==> src/rtl/psk_serializer.sv <==
// PSK bit serializer: pops FIFO words and shifts BITS_PER_SYMBOL bits of each onto pwm.
// Optional macro PSK_DIFF_ENCODE_EN: pwm carries differentially encoded data.
module psk_serializer #(
    parameter int SAMPLE_WIDTH    = 8,
    parameter int BITS_PER_SYMBOL = 8,
    parameter int CLK_DIV_WIDTH   = 16,
    parameter int MSB_FIRST       = 0,
    parameter int IDLE_LEVEL      = 0
) (
    input  logic                     clk,
    input  logic                     rst,
    input  logic                     enable,
    input  logic [CLK_DIV_WIDTH-1:0] clks_per_bit,
    input  logic [SAMPLE_WIDTH-1:0]  sample,
    input  logic                     empty,
    output logic                     read,
    output logic                     pwm,
    output logic                     symb_clk,
    output logic                     busy,
    output logic                     underrun
);

    localparam int BIT_CNT_WIDTH = $clog2(BITS_PER_SYMBOL) + 1;
    localparam logic IDLE_BIT = 1'(IDLE_LEVEL);
    localparam logic [CLK_DIV_WIDTH-1:0] DIV_ONE = CLK_DIV_WIDTH'(1);
    localparam logic [BIT_CNT_WIDTH-1:0] LAST_BIT = BIT_CNT_WIDTH'(BITS_PER_SYMBOL - 1);

    typedef enum logic [1:0] {
        IDLE = 2'b00,
        RUN  = 2'b01
    } state_t;

    state_t                   state;
    logic [SAMPLE_WIDTH-1:0]  shift_reg;
    logic [SAMPLE_WIDTH-1:0]  shift_next;
    logic [CLK_DIV_WIDTH-1:0] div;
    logic [CLK_DIV_WIDTH-1:0] div_load;
    logic [CLK_DIV_WIDTH-1:0] clk_cnt;
    logic [BIT_CNT_WIDTH-1:0] bit_cnt;
    logic                     bit_end;
    logic                     sym_end;
    logic                     load;
    logic                     next_bit;
    logic                     pwm_bit;
    logic                     idle_out;

    function automatic logic out_bit(input logic [SAMPLE_WIDTH-1:0] v);
        return (MSB_FIRST != 0) ? v[SAMPLE_WIDTH-1] : v[0];
    endfunction

    always_comb begin
        bit_end    = (clk_cnt == div - DIV_ONE);
        sym_end    = bit_end && (bit_cnt == LAST_BIT);
        // A load happens from IDLE or directly at the end of a symbol, so no gap cycle
        load       = enable && !empty && ((state == IDLE) || ((state == RUN) && sym_end));
        div_load   = (clks_per_bit == '0) ? DIV_ONE : clks_per_bit;
        shift_next = (MSB_FIRST != 0) ? (shift_reg << 1) : (shift_reg >> 1);
        next_bit   = load ? out_bit(sample) : out_bit(shift_next);
    end

`ifdef PSK_DIFF_ENCODE_EN
    logic diff_q;

    always_comb begin
        pwm_bit  = diff_q ^ next_bit;
        idle_out = diff_q;
    end
`else
    always_comb begin
        pwm_bit  = next_bit;
        idle_out = IDLE_BIT;
    end
`endif

    always_ff @(posedge clk) begin
        if (rst) begin
            state     <= IDLE;
            read      <= 1'b0;
            underrun  <= 1'b0;
            busy      <= 1'b0;
            symb_clk  <= 1'b0;
            pwm       <= IDLE_BIT;
            shift_reg <= '0;
            div       <= '0;
            clk_cnt   <= '0;
            bit_cnt   <= '0;
`ifdef PSK_DIFF_ENCODE_EN
            diff_q    <= IDLE_BIT;
`endif
        end else begin
            read     <= 1'b0;
            underrun <= 1'b0;
            if (load) begin
                state     <= RUN;
                read      <= 1'b1;
                busy      <= 1'b1;
                symb_clk  <= ~symb_clk;
                shift_reg <= sample;
                div       <= div_load;
                clk_cnt   <= '0;
                bit_cnt   <= '0;
                pwm       <= pwm_bit;
`ifdef PSK_DIFF_ENCODE_EN
                diff_q    <= pwm_bit;
`endif
            end else if (enable) begin
                case (state)
                    IDLE: begin
                    end
                    RUN: begin
                        if (sym_end) begin
                            state    <= IDLE;
                            busy     <= 1'b0;
                            underrun <= 1'b1;
                            clk_cnt  <= '0;
                            bit_cnt  <= '0;
                            pwm      <= idle_out;
                        end else if (bit_end) begin
                            clk_cnt   <= '0;
                            bit_cnt   <= bit_cnt + BIT_CNT_WIDTH'(1);
                            shift_reg <= shift_next;
                            pwm       <= pwm_bit;
`ifdef PSK_DIFF_ENCODE_EN
                            diff_q    <= pwm_bit;
`endif
                        end else begin
                            clk_cnt <= clk_cnt + DIV_ONE;
                        end
                    end
                    default: begin
                        state <= IDLE;
                        busy  <= 1'b0;
                        pwm   <= idle_out;
                    end
                endcase
            end
        end
    end

endmodule

==> config.mk <==
export PLATFORM = sky130hd
export DESIGN_NAME = psk_serializer
export DESIGN_NICKNAME = d
export VERILOG_FILES = /design/src/rtl/psk_serializer.sv
export SDC_FILE = /design/constraint.sdc
export NUM_CORES = 1
export LEC_CHECK = 0
export BUFFER_PORTS_ARGS = -buffer_cell sky130_fd_sc_hd__buf_4
export CAP_MARGIN = 20
export CELL_PAD_IN_SITES_DETAIL_PLACEMENT = 0
export CELL_PAD_IN_SITES_GLOBAL_PLACEMENT = 2
export CORE_MARGIN = 2
export CORE_UTILIZATION = 35
export DETAILED_ROUTE_END_ITERATION = 8
export PLACE_DENSITY = 0.88
export SLEW_MARGIN = 30
export SYNTH_ARGS = -nofsm -noshare
export SYNTH_HDL_FRONTEND = slang
export SYNTH_SLANG_ARGS = --single-unit
==> constraint.sdc <==
create_clock -name clk -period 4 [get_ports clk]
set_clock_uncertainty 0.1 [all_clocks]
set_input_delay 0.2 -clock clk [delete_from_list [all_inputs] [get_ports clk]]
set_output_delay 0.2 -clock clk [all_outputs]
set_load 0.02 [all_outputs]
# == Word-level counts from Yosys, hierarchy flattened ==
# Cells that the tools add are included.
# totals
mem_count,0
ram_bits,0
output_inout_bits,5
register_bits,51
elab_cells,72
latch_bits,0
rom_bits,0
# op_classes
mul,0
div_mod_pow,0
magnitude_cmp,0
reduce_logical,20
bitwise_logic,4
n_addsub,3
n_mux,26
n_eq_ne,8
shifts,0
# ops
cell,n
two-way mux 16 bit,3
two-way mux 8 bit,5
adder 16 x 1 -> 16 bit (second input constant),1
equality test 16 bit,1
zero test 16 bit,1
subtractor 16 x 1 -> 16 bit (second input constant),1
two-way mux 1 bit,12
AND reduction 3 bit,4
two-way mux 4 bit,2
nonzero test 2 bit,4
adder 4 x 1 -> 4 bit (second input constant),1
equality test 4 x 3 -> 1 bit (second input constant),1
logical AND 1 bit,4
!= test 2 bit (second input constant),2
!= test 4 bit (second input constant),1
inverter 1 bit,4
case mux 1 bit (2 select lines),2
case mux 2 bit (2 select lines),1
AND reduction 4 bit,1
OR reduction 4 bit,1
!= test 3 bit (second input constant),1
equality test 2 x 1 -> 1 bit (second input constant),1
zero test 2 bit,1
two-way mux 2 bit,1
5 further kinds,5

# == Longest topological paths before layout ==
# logic_depth
ltp_word,12
ltp_mapped,13
depth_no_buf,10

# == Least setup slack after synthesis ==
# No wires, ideal clock.
# synth_timing
path_kind,reg-to-reg
startpoint,register div[3]
endpoint,register div[2]
path_stages_with_launch,13
required_time_ns,3.766
setup_slack_ns,0.624
arrival_ns,3.142
cell_sequence,dfxtp_1 buf_6 or4_1 buf_2 nor4b_1 xnor2_1 nand4_1 or4_4 or4_4 buf_6 buf_8 nand3_1 a21oi_1
# synth_via
elab_chain_len,6
# synth_lines
item,line,source
start: declaration,36,logic [CLK_DIV_WIDTH-1:0] div;
start signal: assignment,99,div <= div_load;
subtractor 16 x 1 -> 16 bit,52,bit_end = (clk_cnt == div - DIV_ONE);
equality test 16 bit,52,
logical AND 1 bit,53,sym_end = bit_end && (bit_cnt == LAST_BIT);
logical AND 1 bit,55,load = enable && !empty && ((state == IDLE) || ((state == RUN) && sym_end));
logical OR 1 bit,55,
logical AND 1 bit,55,
# Every way passes these cells.
# A chain may end at the register's enable or synchronous reset.

# == Worst setup path in the final report ==
# layout_timing
startpoint,register div[2]
endpoint,register div[0]
# Same word-level chain as after synthesis.

==> reports/metrics.csv <==
metric,value,unit
status,finished clean,
RSZ-0062 raised after global routing,no,
vias in the first global route,2391,
max-cap viol count,0,
Post-Synthesis Cells,345,
Final min period,3.64,ns
global-route wire length before repair,11.8,mm
Hold Buf Count CTS,0,
distinct cell type count of the synthesized netlist,53,
worst path required time,4.08,ns
routability cong.,0.865,
remaining global-route overflow,0,
clock latency on the worst-skew pair,0.30,ns
clock-pin slew on the worst setup and hold paths,0.09,ns
Mapped Nets,376,
H-tree depth,2,
"Slew Viols, Final",0,
synthesis-to-finish area growth,13.0,%
PostCTS Resize Cnt,0,
First-pass DRT Iterations,4,
Worst setup SP type,flip-flop,
Tightest Pin Transition,0.663,ns
Setup CP Type,flip-flop to flip-flop,
met1 Track Usage GR,0.233,
ys async rst share,0,
Finished Cell Area,3200,µm²
VDD IR max,0.132,mV
switch share,0.289,
core region area,7770,µm²
syn_area_per_cell,8.21,µm²
clk sink count,48,
clock share of power,0.298,
hpwl dp,4.97,mm
worst-case clock buffer depth,2,
CTS root buffer,clkbuf_8,
Top Usage Layer GRT,met2,
met2 usage,0.261,
row cnt,32,
Fin Setup TNS,0,ns
initial antenna violation count,0,
TritonCTS Buffers,5,
Pint,0.724,mW
vias per inst,5.42,
Ys Warns,0,
largest cells by area after synthesis,"dfxtp_1 (34%), xnor2_1 (6.2%), xor2_1 (5.3%)",
full die area,8830,µm²
# diodes,0,
PwrDens,318,nW/µm²
NetSw,0.295,mW
"Top FF cell, synth",dfxtp_1,
"Seq/Total Area, Yosys",0.339,
final period utilization,0.911,
share of layout cells above drive strength 1,0.174,
IO Port Bufs,32,
DR vias,2543,
Leak Pwr,1.16,nW
Post-synth EDFFs,0,
sequential power share,0.503,
nets@finish,397,
GR Layer Usage met3,0.0281,
WL final,6.75,mm
Die W,93.9,µm
fill count,841,
fmax,0.274,GHz
Initial Utilization,0.365,
WL per Instance,14.4,µm
GRT Overall Usage,0.166,
post-CTS setup buffer count,0,
post-route core utilization,0.412,
Hold Fails Final Rpt,0,
CTS tree,built,
Comb pwr share,0.199,
dominant cell type by area after synthesis,dfxtp_1,
critical path data arrival time,3.72,ns
# DRC,0,
top-count cell post-synth,dfxtp_1,
Commonest cells post-synth,"dfxtp_1 (48), nor2_1 (30), a21oi_1 (26), nand3_1 (26)",
initial DRC count,190,
Routed Antenna Nets,0,
Synth Cell Area,2830,µm²
pin count of the biggest net entering global routing,35,
Yosys reg bits,48,
Die Y,93.9,µm
total power,1.02,mW
Worst setup EP type,flip-flop,
# setup viols final,0,
worst min path class,input pin to flip-flop,
Slew Limit Headroom,0.552,
placed inst area,3110,µm²
critical-path maximum fanout,24,
area share of the largest cell type after synthesis,0.339,
num ports,33,
through the flow:
step / cells / hold WS [ns] / setup WS [ns]
after floorplan: 345 / 0.198 / 0.624
after global placement: 461 / 0.352 / 0.400
after detailed placement: 461 / 0.356 / 0.358
after CTS: 469 / 0.0292 / 0.334
after global routing: 469 / 0.0457 / 0.127
final: 469 / 0.0411 / 0.356
logic make-up after synthesis:
kind of cell / share of synthesized area
simple gates: 0.282
compound gates: 0.184
flops: 0.339
xor+xnor: 0.114
buf+inv: 0.0592
fa+ha+maj: 0.0133
mux: 0.00707
worst paths after layout:
kind / from / end / slack [ns] / cells past startpoint
hold / removal: enable / pwm / 0.04 / 2
hold reg to reg: shift_reg[2] / shift_reg[1] / 0.37 / 2
setup / recovery: div[2] / div[0] / 0.36 / 8
setup reg to reg: div[2] / div[0] / 0.36 / 8
power groups by stage:
stage	sequential, mW	clock [mW]	combinational, mW
2_1_floorplan	0.520	0	0.144
3_3_place_gp	0.523	0	0.202
3_5_place_dp	0.524	0	0.202
4_1_cts	0.512	0.313	0.202
5_1_grt	0.516	0.334	0.225
6_report	0.512	0.304	0.203
layout by cell type (no fill, tap or decap), drive strengths merged, types with 11 or more instances in the layout:
master	synthesis	routed
xor2	17	17
xnor2	20	20
o21ai	21	21
nand3	35	35
nand2	21	21
a21oi	27	27
nor4	11	11
buf	10	36
nor2	30	30
inv	12	12
dfxtp	48	48
nor3	12	12
area by class of cell:
type | count | area, µm² | share of cell area
well taps | 102 | 128 | 0.0399
repair buffers | 36 | 270 | 0.0845
clock buffers | 8 | 90.1 | 0.0282
multi-input cells | 263 | 1710 | 0.533
flip-flops and latches | 48 | 961 | 0.300
inverters | 12 | 45.0 | 0.0141
critical path, cell delays in order (launching register included):
cell      delay, ns
dfxtp_1        0.39
or4_1          0.66
nor4b_1        0.38
xnor2_1        0.18
nand4_1        0.19
or4_4          0.57
or4_4          0.72
nand2_2        0.23
a211oi_1       0.10
per-layer routing:
metal | wire length, µm | part of all wire
met5 | 0 | 0
met4 | 79 | 0.012
met3 | 282 | 0.042
met2 | 2980 | 0.44
met1 | 3400 | 0.50
(Power assumes the default switching activity.)
